## config.mk

```make
export PLATFORM = sky130hd
export DESIGN_NAME = shift_reg_piso_tx
export DESIGN_NICKNAME = d
export VERILOG_FILES = /design/src/rtl/shift_reg_piso_tx.sv
export SDC_FILE = /design/constraint.sdc
export NUM_CORES = 1
export LEC_CHECK = 0
export ABC_AREA = 1
export BUFFER_PORTS_ARGS = -buffer_cell sky130_fd_sc_hd__buf_2
export CORE_UTILIZATION = 42
export DETAILED_ROUTE_END_ITERATION = 8
export PLACE_DENSITY = 0.68
export SLEW_MARGIN = 20
export SYNTH_ARGS = -nofsm -noshare
export SYNTH_HDL_FRONTEND = slang
export SYNTH_SLANG_ARGS = --single-unit
```

## constraint.sdc

```tcl
create_clock -name clk -period 1.35 [get_ports clk]
set_input_delay 0 -clock clk [delete_from_list [all_inputs] [get_ports clk]]
set_output_delay 0 -clock clk [all_outputs]
set_load 0.005 [all_outputs]
```

## src/rtl/shift_reg_piso_tx.sv

```systemverilog
// Parallel-in/serial-out transmit shift register.
// Takes one word over a valid/ready handshake and presents it one bit per shift_en
// strobe on data_out, so a receiver clocked by the same shift_en rebuilds the word.
module shift_reg_piso_tx #(
  parameter int unsigned data_width = 8,
  parameter bit          MSB_FIRST  = 1'b1,
  parameter bit          IDLE_LEVEL = 1'b0
) (
  input  logic                          clk,
  input  logic                          rstn,
  input  logic [data_width-1:0]         load_data,
  input  logic                          load_valid,
  output logic                          load_ready,
  input  logic                          shift_en,
  input  logic                          abort,
  output logic                          data_out,
  output logic                          busy,
  output logic                          done,
  output logic [$clog2(data_width):0]   bit_cnt
);

  localparam int unsigned CntW = $clog2(data_width) + 1;

  typedef enum logic {StIdle, StShift} state_e;

  state_e                state_q;
  logic [data_width-1:0] shreg_q;
  logic [data_width-1:0] shreg_shifted;
  logic [CntW-1:0]       cnt_q;
  logic                  data_out_q;
  logic                  busy_q;
  logic                  done_q;
  logic                  first_bit;
  logic                  next_bit;

  // Shift toward the output end; the bit now at the output end is the next to send.
  always_comb begin
    shreg_shifted = MSB_FIRST ? (shreg_q << 1) : (shreg_q >> 1);
    next_bit      = MSB_FIRST ? shreg_shifted[data_width-1] : shreg_shifted[0];
    first_bit     = MSB_FIRST ? load_data[data_width-1] : load_data[0];
  end

  // Frame sequencer; every output except load_ready is registered here.
  always_ff @(posedge clk or negedge rstn) begin
    if (!rstn) begin
      state_q    <= StIdle;
      shreg_q    <= '0;
      cnt_q      <= '0;
      data_out_q <= IDLE_LEVEL;
      busy_q     <= 1'b0;
      done_q     <= 1'b0;
    end else begin
      done_q <= 1'b0;
      if (abort) begin
        // Abort wins over shift_en and load_valid; the partial frame gets no done.
        state_q    <= StIdle;
        cnt_q      <= '0;
        data_out_q <= IDLE_LEVEL;
        busy_q     <= 1'b0;
      end else begin
        unique case (state_q)
          StIdle: begin
            if (load_valid) begin
              shreg_q    <= load_data;
              cnt_q      <= '0;
              data_out_q <= first_bit;
              busy_q     <= 1'b1;
              state_q    <= StShift;
            end
          end
          StShift: begin
            if (shift_en) begin
              if (cnt_q == CntW'(data_width - 1)) begin
                // Last bit consumed; count stays at data_width until the next load.
                cnt_q      <= CntW'(data_width);
                data_out_q <= IDLE_LEVEL;
                busy_q     <= 1'b0;
                done_q     <= 1'b1;
                state_q    <= StIdle;
              end else begin
                cnt_q      <= cnt_q + CntW'(1);
                shreg_q    <= shreg_shifted;
                data_out_q <= next_bit;
              end
            end
          end
          default: state_q <= StIdle;
        endcase
      end
    end
  end

  assign load_ready = (state_q == StIdle);
  assign data_out   = data_out_q;
  assign busy       = busy_q;
  assign done       = done_q;
  assign bit_cnt    = cnt_q;

endmodule

```

* After elaboration in Yosys (flattened, before gate mapping)
Index checks and enable logic that the tools add are counted.
** Word-level totals
- Flip-flop bits (word level) :: 15
- Bits in latches :: 0
- Memory bits (writable) :: 0
- ROM bits :: 0
- Bits of input ports :: 13
- Output and inout port bits :: 8
- Logic and storage cells :: 47
- Memories kept :: 0
** Operators by class
- $add $sub $neg :: 1
- Multipliers :: 0
- Divide/modulo/power cells :: 0
- Magnitude comparators :: 0
- Eq/ne operators :: 7
- Shifts and indexed selects :: 0
- Muxes and demuxes :: 28
- Bitwise gates (word level) :: 2
- Reductions and logical operators :: 3
** Operators by type and width (number)
- 7-bit 2-to-1 mux :: 3
- 1-bit 2-to-1 mux :: 16
- 4-bit 2-to-1 mux :: 4
- 7-bit one-hot mux with 2 select lines :: 1
- 4-bit one-hot mux with 2 select lines :: 1
- 2-bit inequality test (second input constant) :: 3
- 3-bit by 2-bit inequality test with 1-bit output (second input constant) :: 2
- 1-bit one-hot mux with 2 select lines :: 3
- 4-bit by 1-bit adder with 4-bit output (second input constant) :: 1
- 4-bit by 3-bit == test with 1-bit output (second input constant) :: 1
- 4-bit AND reduction :: 1
- 3-bit inequality test (second input constant) :: 1
- 3-bit AND reduction :: 1
- 1-bit inverter :: 2
- 2-bit AND reduction :: 1

* Logic depth before layout (Yosys ltp)
- Word-level depth :: 5
- Mapped depth :: 7

* Worst setup path before layout
OpenSTA, ideal clock, no wires.
- Path kind :: reg-to-reg
- Start :: reg cnt_q[0], in the netlist bit_cnt[0]
- End :: reg shreg_q[1]
- Setup time :: 0.119 ns
- Data arrival time :: 1.143 ns
- Required time :: 1.231 ns
- Path slack :: 0.088 ns
- Cell stages (with the launch flop) :: 6
- Clock period less this slack :: 1.262 ns
- Path through :: dfrtp_1 -> ha_1 -> nand4_1 -> nand3_2 -> nand2_1 -> nand2_1
** On the way
- Word-level cells in the longest chain between the ends :: 3
** Ends and longest elaborated chain
- start: declaration :: RTL line 29 : logic [CntW-1:0] cnt_q;
- start signal: assignment :: RTL line 75 : cnt_q <= CntW'(data_width);
- start signal: assignment :: RTL line 81 : cnt_q <= cnt_q + CntW'(1);
- 4-bit by 3-bit == test with 1-bit output :: RTL line 73 : if (cnt_q == CntW'(data_width - 1)) begin
- 2-bit inequality test (no line)
- 4-bit AND reduction (no line)
- end signal: assignment :: RTL line 64 : shreg_q <= load_data;
- end signal: assignment :: RTL line 82 : shreg_q <= shreg_shifted;
- end: declaration :: RTL line 27 : logic [data_width-1:0] shreg_q;
Every way passes these cells.
A chain may end at the register's enable or synchronous reset.

* Worst setup path in the final report
- Start :: reg cnt_q[1], in the netlist bit_cnt[1]
- End :: reg cnt_q[2], in the netlist bit_cnt[2]
** On the way
- Word-level cells in the longest chain between the ends :: 5
- Elaborated cells between the ends (all ways) :: 6
- Those cells by class :: add/sub (1); eq/ne (1); mux (4)
** Ends and longest elaborated chain
- 4-bit by 1-bit adder with 4-bit output or 4-bit by 3-bit == test with 1-bit output (tied branches) :: RTL line 81, 73
- 4-bit 2-to-1 mux (*) :: RTL line 73
- 4-bit 2-to-1 mux (*) :: RTL line 72 : if (shift_en) begin
- 4-bit one-hot mux with 2 select lines (*) :: RTL line 61 : unique case (state_q)
- 4-bit 2-to-1 mux (*) :: RTL line 54 : if (abort) begin
Every way passes the cells marked *; elsewhere a longest branch is shown, timed or not. The select of a mux whose other input is x is not followed.

==> flow_metrics.env <==
export IMPL_fp_row_count=15
export IMPL_critical_path_depth=5
export IMPL_clock_insertion_delay_worst_skew_ps=280
export IMPL_vias_per_cell=4.77
export IMPL_rr_startpoint="bit_cnt[1]"
export IMPL_first_global_vias=681
export IMPL_largest_family_of_logic_cells_by_synthesized_area="simple AND/OR/NAND/NOR gates"
export IMPL_power_mw=0.966
export IMPL_wire_length_of_the_first_global_routing_pass_mm=2.86
export IMPL_grt_use_total=0.192
export IMPL_detail_route_drc_violations=0
export IMPL_ff_latch_area_um2=375
export IMPL_root_buffer="sky130_fd_sc_hd__clkbuf_4"
export IMPL_clock_sink_count=15
export IMPL_dp_hpwl_mm=1.32
export IMPL_report_final_slew_viol_count=0
export IMPL_r2r_cells=5
export IMPL_max_slew_margin_rel=0.766
export IMPL_dpl_worst_slack_ps=73.5
export IMPL_wl_per_cell_um=10.6
export IMPL_yosys_register_bits=15
export IMPL_layout_commonest_cell="sky130_fd_sc_hd__nand2_1"
export IMPL_dr_total_vias=801
export IMPL_cp_required_ps=1520
export IMPL_cp_start_kind="register"
export IMPL_post_synth_inst_count=108
export IMPL_gp_congestion=0.849
export IMPL_r2r_end="bit_cnt[2]"
export IMPL_buffering_stage_count_on_the_worst_path_with_inverters_included=1
export IMPL_power_static_leakage_nw=0.602
export IMPL_synth_area_leaders="sky130_fd_sc_hd__dfrtp_1 47%, sky130_fd_sc_hd__nand2_1 25%, sky130_fd_sc_hd__nand4_1 6.2%"
export IMPL_worstPathArrival_ps=1430
export IMPL_area_inside_the_core_boundary_um2=1760
export IMPL_rsz0062_at_grt="true"
export IMPL_timing_reg2reg_setup_slack_ps=90
export IMPL_crit_family="flip-flops"
export IMPL_class_of_the_worst_hold_path="input port to register"
export IMPL_most_used_cells_in_the_layout_excluding_fill_and_tap_cells="53 x sky130_fd_sc_hd__nand2_1, 20 x sky130_fd_sc_hd__buf_2, 15 x sky130_fd_sc_hd__dfrtp_1"
export IMPL_largest_net_degree_at_the_start_of_global_routing=16
export IMPL_dieArea_um2=2090
export IMPL_max_stage_delay_ps=420
export IMPL_post_route_cells_drive_above_1_share=0.280
export IMPL_place_port_buffers=20
export IMPL_dieHeight_um=45.7
export IMPL_final_nets=158
export IMPL_syn_num_nets=122
export IMPL_crit_end="bit_cnt[2]"
export IMPL_post_synth_instance_area_um2=802
export IMPL_timing_critical_path_slowest_stage_cell="sky130_fd_sc_hd__dfrtp_1"
export IMPL_crit_chain="ha_2 -> buf_4 -> or2_2 -> nand4_1 -> o21ai_0"
export IMPL_postRouteAntennaNets=0
export IMPL_detailed_route_wl_mm=1.79
export IMPL_synthesis_yosys_warnings=0
export IMPL_final_cells=168
export IMPL_final_skew_ps=1.41
export IMPL_critical_path_startpoint="bit_cnt[1]"
export IMPL_synth_adder_area_share=0.0156
export IMPL_synthDistinctLibCells=15
export IMPL_holdWs_ps=63.1
export IMPL_worst_slew_pin_slew_ps=351
export IMPL_htree_num_levels=1
export IMPL_setup_worst_path_class="register to register"
export IMPL_area_growth_pct=31.4
export IMPL_synth_top_area_share=0.468
export IMPL_multi_input_logic_area_um2=390
export IMPL_crit_path_max_fanout=4
export IMPL_syn_area_per_cell_um2=7.43
export IMPL_synth_simple_gate_area_frac=0.420
export IMPL_library_cell_occupying_the_most_area_in_the_post_synthesis_netlist="sky130_fd_sc_hd__dfrtp_1"
export IMPL_timing_final_crit_share=0.933
export IMPL_n_antenna_cell=0
export IMPL_tritoncts="yes"
export IMPL_antenna_found_initial=0
export IMPL_status="finished, final reports clean"
export IMPL_die_x_um=45.7
export IMPL_setup_tns_ps=0
export IMPL_fillers=181
export IMPL_finalWorstSetupSlack_ps=90.0
export IMPL_globalRoute_totalOverflow=0
export IMPL_clk_transition_reported_paths_ps=90
export IMPL_drt_first_iter_violations=19
export IMPL_clk_path_buf_depth=2
export IMPL_fmax_mhz=794
export IMPL_layout_min_cycle_time_ps=1260
export IMPL_floorplan_initialDensity=0.455
export IMPL_cts_made_buffers=3
export IMPL_io_pins=21
export IMPL_finalSetupViolCount=0
export IMPL_drv_max_cap_violation_count=0
export IMPL_synthMuxAreaShare=0
export IMPL_dp_cells=159
export IMPL_xor_xnor_share_of_the_synthesized_area=0
export IMPL_peakVddDrop_mv=0.655
export IMPL_power_density_nw_per_um2=917
export IMPL_timing_hold_violations_final=0
export IMPL_synth_area_in_compound_gates=0.0452
export IMPL_detail_route_first_pass_iterations=4
export IMPL_synth_yosys_seq_area_share=0.468
export IMPL_end_kind="register"
registers in the layout, indices dropped and copies added (netlist names):
| register | count |
|---|---|
| data_out | 1 |
| shreg_q | 7 |
| state_q | 1 |
| bit_cnt | 4 |
| busy | 1 |
| done | 1 |
final cells by class:
| cell class | instances | area share |
|---|---|---|
| Clock buffer | 4 | 0.0249 |
| Inverter | 8 | 0.0285 |
| Multi-Input combinational cell | 84 | 0.371 |
| Sequential cell | 15 | 0.356 |
| Tap cell | 25 | 0.0297 |
| Timing Repair Buffer | 32 | 0.190 |
kinds of logic (layout without fill, tap and decap cells):
family                     after synthesis  after routing
DFF                                     15             15
and+or+nand+nor                         78             78
AOI/OAI and AO/OA                        5              5
buffers and inverters                    9             44
adders and majority gates                1              1
metrics by stage:
stage | area, um2 | util
final | 1050 | 0.597
after global routing | 1050 | 0.597
after CTS | 1040 | 0.590
after detailed placement | 975 | 0.552
after global placement | 975 | 0.552
after floorplan | 802 | -
worst reg2reg max path, delay by kind of cell (launching register included):
family / cells / cell delay [ps]
buffers and inverters: 1 / 130
adder cells (fa/ha/maj): 1 / 190
AND/OR/NAND/NOR: 2 / 340
AO/OA/AOI/OAI: 1 / 70
flip-flops: 1 / 420
metal layers:
layer,up-vias,share of wire,track usage
li1,413,-,-
met3,2,0.039,0.0238
met4,0,0.0067,0.0882
met1,364,0.46,0.273
met5,-,0,0
met2,22,0.49,0.289
power breakdown:
group / total, mW / internal (mW) / leakage, nW / switching (mW)
clock: 0.253 / 0.115 / 0.0150 / 0.138
sequential: 0.523 / 0.496 / 0.196 / 0.0265
combinational: 0.190 / 0.0811 / 0.391 / 0.109
how the worst min path moves through the flow:
stage,start,endpoint,slack [ps],cells past startpoint
global route,load_data[7],data_out,80,5
floorplan,rstn,bit_cnt[0],-300,0
global placement,rstn,bit_cnt[2],-80,1
finish,load_data[3],shreg_q[3],60,5
detailed placement,rstn,done,-70,1
CTS,load_data[7],data_out,60,5
timing repair:
action / CTS / global route
setup endpoints to repair: 0 / 9
hold endpoints to repair: 18 / 0
gates resized for setup: 0 / 2
setup buffers: 0 / 1
hold buffers: 4 / 0
synth_stat cells:
| cell type | instances |
|---|---|
| sky130_fd_sc_hd__dfrtp_1 | 15 |
| sky130_fd_sc_hd__nand2_2 | 1 |
| sky130_fd_sc_hd__ha_1 | 1 |
| sky130_fd_sc_hd__nand4_1 | 8 |
| sky130_fd_sc_hd__nor2_4 | 1 |
| sky130_fd_sc_hd__nand3_1 | 4 |
| sky130_fd_sc_hd__nor2_1 | 9 |
| sky130_fd_sc_hd__nand2_1 | 53 |
| sky130_fd_sc_hd__buf_6 | 1 |
| sky130_fd_sc_hd__inv_1 | 6 |
| sky130_fd_sc_hd__or2_2 | 1 |
| sky130_fd_sc_hd__o21ai_0 | 4 |
| sky130_fd_sc_hd__nand3_2 | 1 |
| sky130_fd_sc_hd__inv_2 | 2 |
| sky130_fd_sc_hd__a21oi_4 | 1 |
No activity file was read; power rests on OpenSTA's default activity.
